### config.mk
export PLATFORM = sky130hd
export DESIGN_NAME = led_fill_drain_rev
export DESIGN_NICKNAME = d
export VERILOG_FILES = /design/src/rtl/led_fill_drain_rev.sv
export SDC_FILE = /design/constraint.sdc
export NUM_CORES = 1
export LEC_CHECK = 0
export BUFFER_PORTS_ARGS = -buffer_cell sky130_fd_sc_hd__buf_2
export CORE_AREA = 2 2 62 64
export DETAILED_ROUTE_END_ITERATION = 16
export DIE_AREA = 0 0 64 66
export PLACE_DENSITY = 0.66
export SYNTH_ARGS = -nofsm -noshare
export SYNTH_HDL_FRONTEND = slang
export SYNTH_SLANG_ARGS = --single-unit
### constraint.sdc
create_clock -name clk_50M -period 2.45 [get_ports clk_50M]
set_input_delay 0.735 -clock clk_50M [delete_from_list [all_inputs] [get_ports clk_50M]]
set_output_delay 0.735 -clock clk_50M [all_outputs]
set_load 0.05 [all_outputs]
### src/rtl/led_fill_drain_rev.sv
// led_fill_drain_rev: 8-LED fill/drain chaser advanced by a clk_50M prescaler.
// Define LED_HOLD_EN to add hold phases at full and empty (HOLD_STEPS steps each).
module led_fill_drain_rev #(
  parameter int DIV        = 25000000,
  parameter int HOLD_STEPS = 2
) (
  input  logic       clk_50M,
  input  logic       reset,
  input  logic       en,
  output logic [7:0] out,
  output logic [1:0] phase,
  output logic       step
);

  // state      | meaning
  // FILL       | LEDs light one per step from bit 7 toward bit 0
  // HOLD_FULL  | all LEDs lit, wait HOLD_STEPS steps (LED_HOLD_EN only)
  // DRAIN      | LEDs turn off one per step from bit 7 toward bit 0
  // HOLD_EMPTY | all LEDs dark, wait HOLD_STEPS steps (LED_HOLD_EN only)
  localparam logic [1:0] FILL  = 2'b00;
  localparam logic [1:0] DRAIN = 2'b10;
`ifdef LED_HOLD_EN
  localparam logic [1:0] HOLD_FULL  = 2'b01;
  localparam logic [1:0] HOLD_EMPTY = 2'b11;
  localparam int HW = $clog2(HOLD_STEPS + 1);

  logic [HW-1:0] hold_cnt;
`else
  logic unused_hold;
  assign unused_hold = ^HOLD_STEPS;
`endif

  localparam int PW = (DIV > 1) ? $clog2(DIV) : 1;

  logic [PW-1:0] presc;
  logic          step_evt;
  logic [7:0]    fill_nxt;
  logic [7:0]    drain_nxt;

  assign step_evt  = en && (presc == PW'(DIV - 1));
  assign fill_nxt  = {1'b1, out[7:1]};
  assign drain_nxt = {1'b0, out[7:1]};

  always_ff @(posedge clk_50M) begin
    if (reset)
      presc <= '0;
    else if (en)
      presc <= step_evt ? '0 : presc + PW'(1);
  end

  always_ff @(posedge clk_50M) begin
    if (reset) begin
      out   <= 8'h00;
      phase <= FILL;
      step  <= 1'b0;
`ifdef LED_HOLD_EN
      hold_cnt <= '0;
`endif
    end else begin
      step <= step_evt;
      if (step_evt) begin
        case (phase)
          FILL: begin
            out <= fill_nxt;
            if (fill_nxt == 8'hFF) begin
`ifdef LED_HOLD_EN
              phase    <= HOLD_FULL;
              hold_cnt <= '0;
`else
              phase <= DRAIN;
`endif
            end
          end
          DRAIN: begin
            out <= drain_nxt;
            if (drain_nxt == 8'h00) begin
`ifdef LED_HOLD_EN
              phase    <= HOLD_EMPTY;
              hold_cnt <= '0;
`else
              phase <= FILL;
`endif
            end
          end
`ifdef LED_HOLD_EN
          // out is left untouched; the hold counter alone decides when to leave
          HOLD_FULL, HOLD_EMPTY: begin
            if (hold_cnt == HW'(HOLD_STEPS - 1))
              phase <= (phase == HOLD_FULL) ? DRAIN : FILL;
            else
              hold_cnt <= hold_cnt + HW'(1);
          end
`endif
          default: phase <= FILL;
        endcase
      end
    end
  end

endmodule

; ---- Word level (Yosys, flattened, before mapping)
; Index checks and enable logic that the tools add are counted.
[word_totals]
reg_bits = 36
out_inout_bits = 11
word_cells = 21
[op_classes]
add_sub_neg = 1
n_eq_ne = 5
mux = 5
reduce_logical = 6
[op_table]
columns = operator, n
row1 = $add 25x1->25 const B, 1
row2 = $eq 25x25->1 const B, 1
row3 = $mux 25, 1
row4 = $pmux 8 s2, 1
row5 = $logic_not 8->1, 1
row6 = $eq 7x7->1 const B, 1
row7 = $mux 2, 2
row8 = $ne 2x2->1 const B, 2
row9 = $pmux 2 s2, 1
row10 = $reduce_and 3->1, 1
row11 = $eq 2x2->1 const B, 1
row12 = $logic_not 2->1, 1
row13 = $reduce_and 2->1, 1
row14 = $reduce_bool 2->1, 1
row15 = $logic_and 1x1->1, 1

; ---- Logic depth before layout (Yosys ltp)
[logic_depth]
depth_word = 3
depth_mapped = 6

; ---- Worst setup path after synthesis
; OpenSTA, ideal clock, no wires.
[synth_path]
kind = input to register
start = input en
end = register presc[23]
t_arrival_ns = 2.119
required_time_ns = 2.384
path_slack_ns = 0.265
path_stages = 6
path_buffers = 2
cell_sequence = buf_4 -> nand4_4 -> or3_1 -> buf_2 -> or4_4 -> a21oi_2
[synth_between]
elab_chain_len = 2
[synth_lines]
columns = item, line
row1 = start: declaration, 9  ; input logic en,
row2 = $logic_and 1x1->1, 40  ; assign step_evt = en && (presc == PW'(DIV - 1));
row3 = $mux 25, 48  ; presc <= step_evt ? '0 : presc + PW'(1);
row4 = end signal: assignment, 48
row5 = end: declaration, 35  ; logic [PW-1:0] presc;
; Several ways; a longest one is shown, not always the timed one.
; A chain may end at the register's enable or synchronous reset.

; ---- Final worst setup path
[layout_path]
start = register presc[0]
end = register presc[20]
[layout_between]
elab_chain_len = 3
elab_cells_between_ends = 4
[layout_lines]
columns = item, line
row1 = "parallel branches: the longest is 2 deep, another holds $add 25x1->25", -
row2 = $mux 25 (*), 48
; Mark *: on every way between the ends.

==> results by group <==
GRT
  – Number of global-route vias before repair: between 1000 and 1500
  – Global-route wire length before repair: 6.02 mm
  – Largest net degree at the start of global routing: 19
  – Initial antenna violation count: 0
  – GR Overflow Total: 0
  – Total track usage: 18.6%

Critical path
  – Max FO, Critical Path: 9
  – RR Endpoint: presc[20]
  – Setup crit end: presc[20]
  – R2r setup slk: 0.36 ns
  – Crit path required time: 2.73 ns
  – Critical path, cell by cell: ha_1 > nand4_1 > or3_1 > or4_1 > a21oi_1
  – Slowest CP cell: or3_1
  – CP arrival: 2.37 ns
  – Critical path's top delay family: simple AND/OR/NAND/NOR gates
  – Worst Setup SP: presc[0]
  – RR Startpoint: presc[0]
  – CP Depth: 5
  – Crit-path max cell delay: approximately 0.55 ns
  – Reg2Reg Depth: 5
  – Startpoint Class: flip-flop
  – Worst Setup End Kind: flip-flop
  – Crit path kind: flip-flop to flip-flop
  – CP bufs+invs: 0

Synthesis
  – Async set or reset register ratio after synthesis: 0%
  – Synth Net Count: 205
  – Synth top area share: around 41%
  – Top FF cell, synth: dfxtp_1
  – Syn_area_per_cell: 8.47 um2
  – Seq cells post-synth: 35
  – YS warnings: 0
  – Post-Syn Instances: 201
  – Synth unique cells: 36
  – Post-synth design cell area: 0.00170 mm2
  – Register area share after synthesis: 41.2%
  – EDFF count, synth: 0
  – Area contributors post-synth: dfxtp_1 (41%), a21oi_1 (5.6%), nand4_1 (5.5%)
  – Largest area contributor in the netlist: dfxtp_1

Detailed routing
  – Vias: 1496
  – Wire per inst: between 10 and 15 um
  – Remaining DRCs: 0
  – Antenna Violating Nets Remaining: 0
  – Initial DRC Count: between 80 and 90
  – DR pass1 iterations: 4
  – DR vias/cell: 5.71
  – WL final: 3.58 mm

Pwr
  – PD cells: 514 mW/mm2
  – Peak VDD IR: 0.271 mV
  – Leak: around 0.64 nW
  – Post-route total power: between 0.9 and 1 mW

Die
  – Die Ht: 66 um
  – Die ar.: 0.00422 mm2
  – Core area: 0.00355 mm2
  – DIE WIDTH: 64 um
  – Num ports: 14
  – # rows: 22
  – Starting Density: 47.9%

Placed design
  – IO buf count: 12
  – HPWL after DPL: about 2.6 mm
  – Worst Setup Slack post-DPL: roughly 0.13 ns
  – GPL Wtd Cong: between 0.8 and 0.9

Timing
  – Setup WS post-layout: between 0.3 and 0.4 ns
  – Final setup vio count: 0
  – Post-route setup TNS: 0 ns
  – Final Skew: 0.00209 ns
  – RSZ-0062 raised after global routing: no
  – Worst-Margin Slew: 0.543 ns
  – Slew margin rel.: around 63%
  – Clock period minus worst slack: ~2.1 ns
  – Fin. max-slew vios: 0
  – Fmax: 478 MHz
  – Final period utilization: 85.3%
  – Hold Fails Final Rpt: 0

Clocking
  – Htree depth: 2
  – Sink Count: 35
  – CTS tree: built
  – Worst-case clock buffer depth: 2
  – Post-CTS sizing: 0
  – Clock-pin slew on the worst setup and hold paths: 0.10 ns
  – CTS root buffer: clkbuf_4
  – Post-CTS Setup Repair Bufs: 0
  – Number of CTS-inserted buffers: 5
  – Worst skew pair latency: 0.34 ns
  – Hold Buf Count CTS: 0

Finish
  – Commonest non-fill, non-tap cells in the layout: dfxtp_1 (35), a21oi_1 (19), nand4_1 (15), nor2_1 (15), o21ai_0 (13)
  – Layout area overhead: 10.1%
  – Nets: 217
  – Most common cell after layout, fill and taps aside: dfxtp_1
  – Diodes inserted: 0
  – Share of cells above drive strength 1: 15.0%

Job
  – Max cap viols: 0

Worst hold path
  – Hold Crit Class: flip-flop to flip-flop

Status
  – Status: finished clean
-- per-layer routing --
layer	GRT usage, %	vias up	wire [um]
met5	0	-	0
met4	8.15	0	48
met3	5.79	7	100
met2	30.7	15	1720
met1	22.2	716	1710
li1	-	758	-
-- worst min-delay path by stage --
stage	cells after the start	to	from	slack [ns]
floorplan	2	presc[24]	presc[24]	0.45
global placement	2	out[0]	out[0]	0.45
detailed placement	2	presc[24]	presc[24]	0.46
CTS	2	presc[24]	presc[24]	0.49
global route	2	presc[24]	presc[24]	0.50
finish	2	presc[24]	presc[24]	0.49
-- worst reg2reg max path: stages, from the launching register on --
cell	delay, ns
dfxtp_1	0.43
ha_1	0.27
nand4_1	0.18
or3_1	0.55
or4_1	0.44
a21oi_1	0.16
-- registers in the layout (all words and copies together) (netlist names) --
name   count
presc     25
out        8
phase      1
step       1
-- kinds of logic after synthesis --
logic type | Yosys count | share of synthesized area [%]
simple gates | 92 | 32.9
compound gates | 41 | 13.5
flops | 35 | 41.2
other cells | 1 | 0.220
fa+ha+maj | 1 | 0.735
xor+xnor | 13 | 6.69
buf+inv | 18 | 4.70
-- Yosys cell counts (2+ instances only) --
cell type / number
dfxtp_1: 35
buf_4: 2
or3_1: 7
a21oi_1: 19
nand2_1: 11
and3_1: 6
and4_1: 2
nor4b_1: 2
nor2_1: 15
xnor2_1: 9
and2_1: 2
nand2b_1: 2
xor2_1: 4
nor2b_1: 2
inv_1: 5
nor4_1: 6
nand3_1: 8
clkbuf_1: 6
nand4_1: 15
o31ai_1: 4
buf_2: 3
nor3_1: 6
o21ai_0: 13
or4_1: 3
nand4_4: 3
-- where the power goes --
part           internal (mW)  switching, mW
registers              0.571        0.00378
clock network          0.169          0.193
logic                0.00757         0.0184
total                  0.748          0.215
-- metrics by stage --
stage / area (um2) / instances / hold WS [ns] / utilization [%]
detailed placement: 1810 / 254 / 0.465 / 50.8
global placement: 1810 / 254 / 0.454 / 50.8
floorplan: 1700 / 201 / 0.447 / -
global route: 1870 / 262 / 0.504 / 52.8
finish: 1870 / 262 / 0.487 / 52.8
CTS: 1870 / 262 / 0.487 / 52.8
-- area by class of cell --
type | instances | area [um2]
inverters | 5 | 18.8
repair buffers | 18 | 105
well taps | 48 | 60.1
fillers | 341 | 1680
multi-input cells | 148 | 921
flip-flops and latches | 35 | 701
clock buffers | 8 | 68.8
Power figures use the tool's default switching activity.
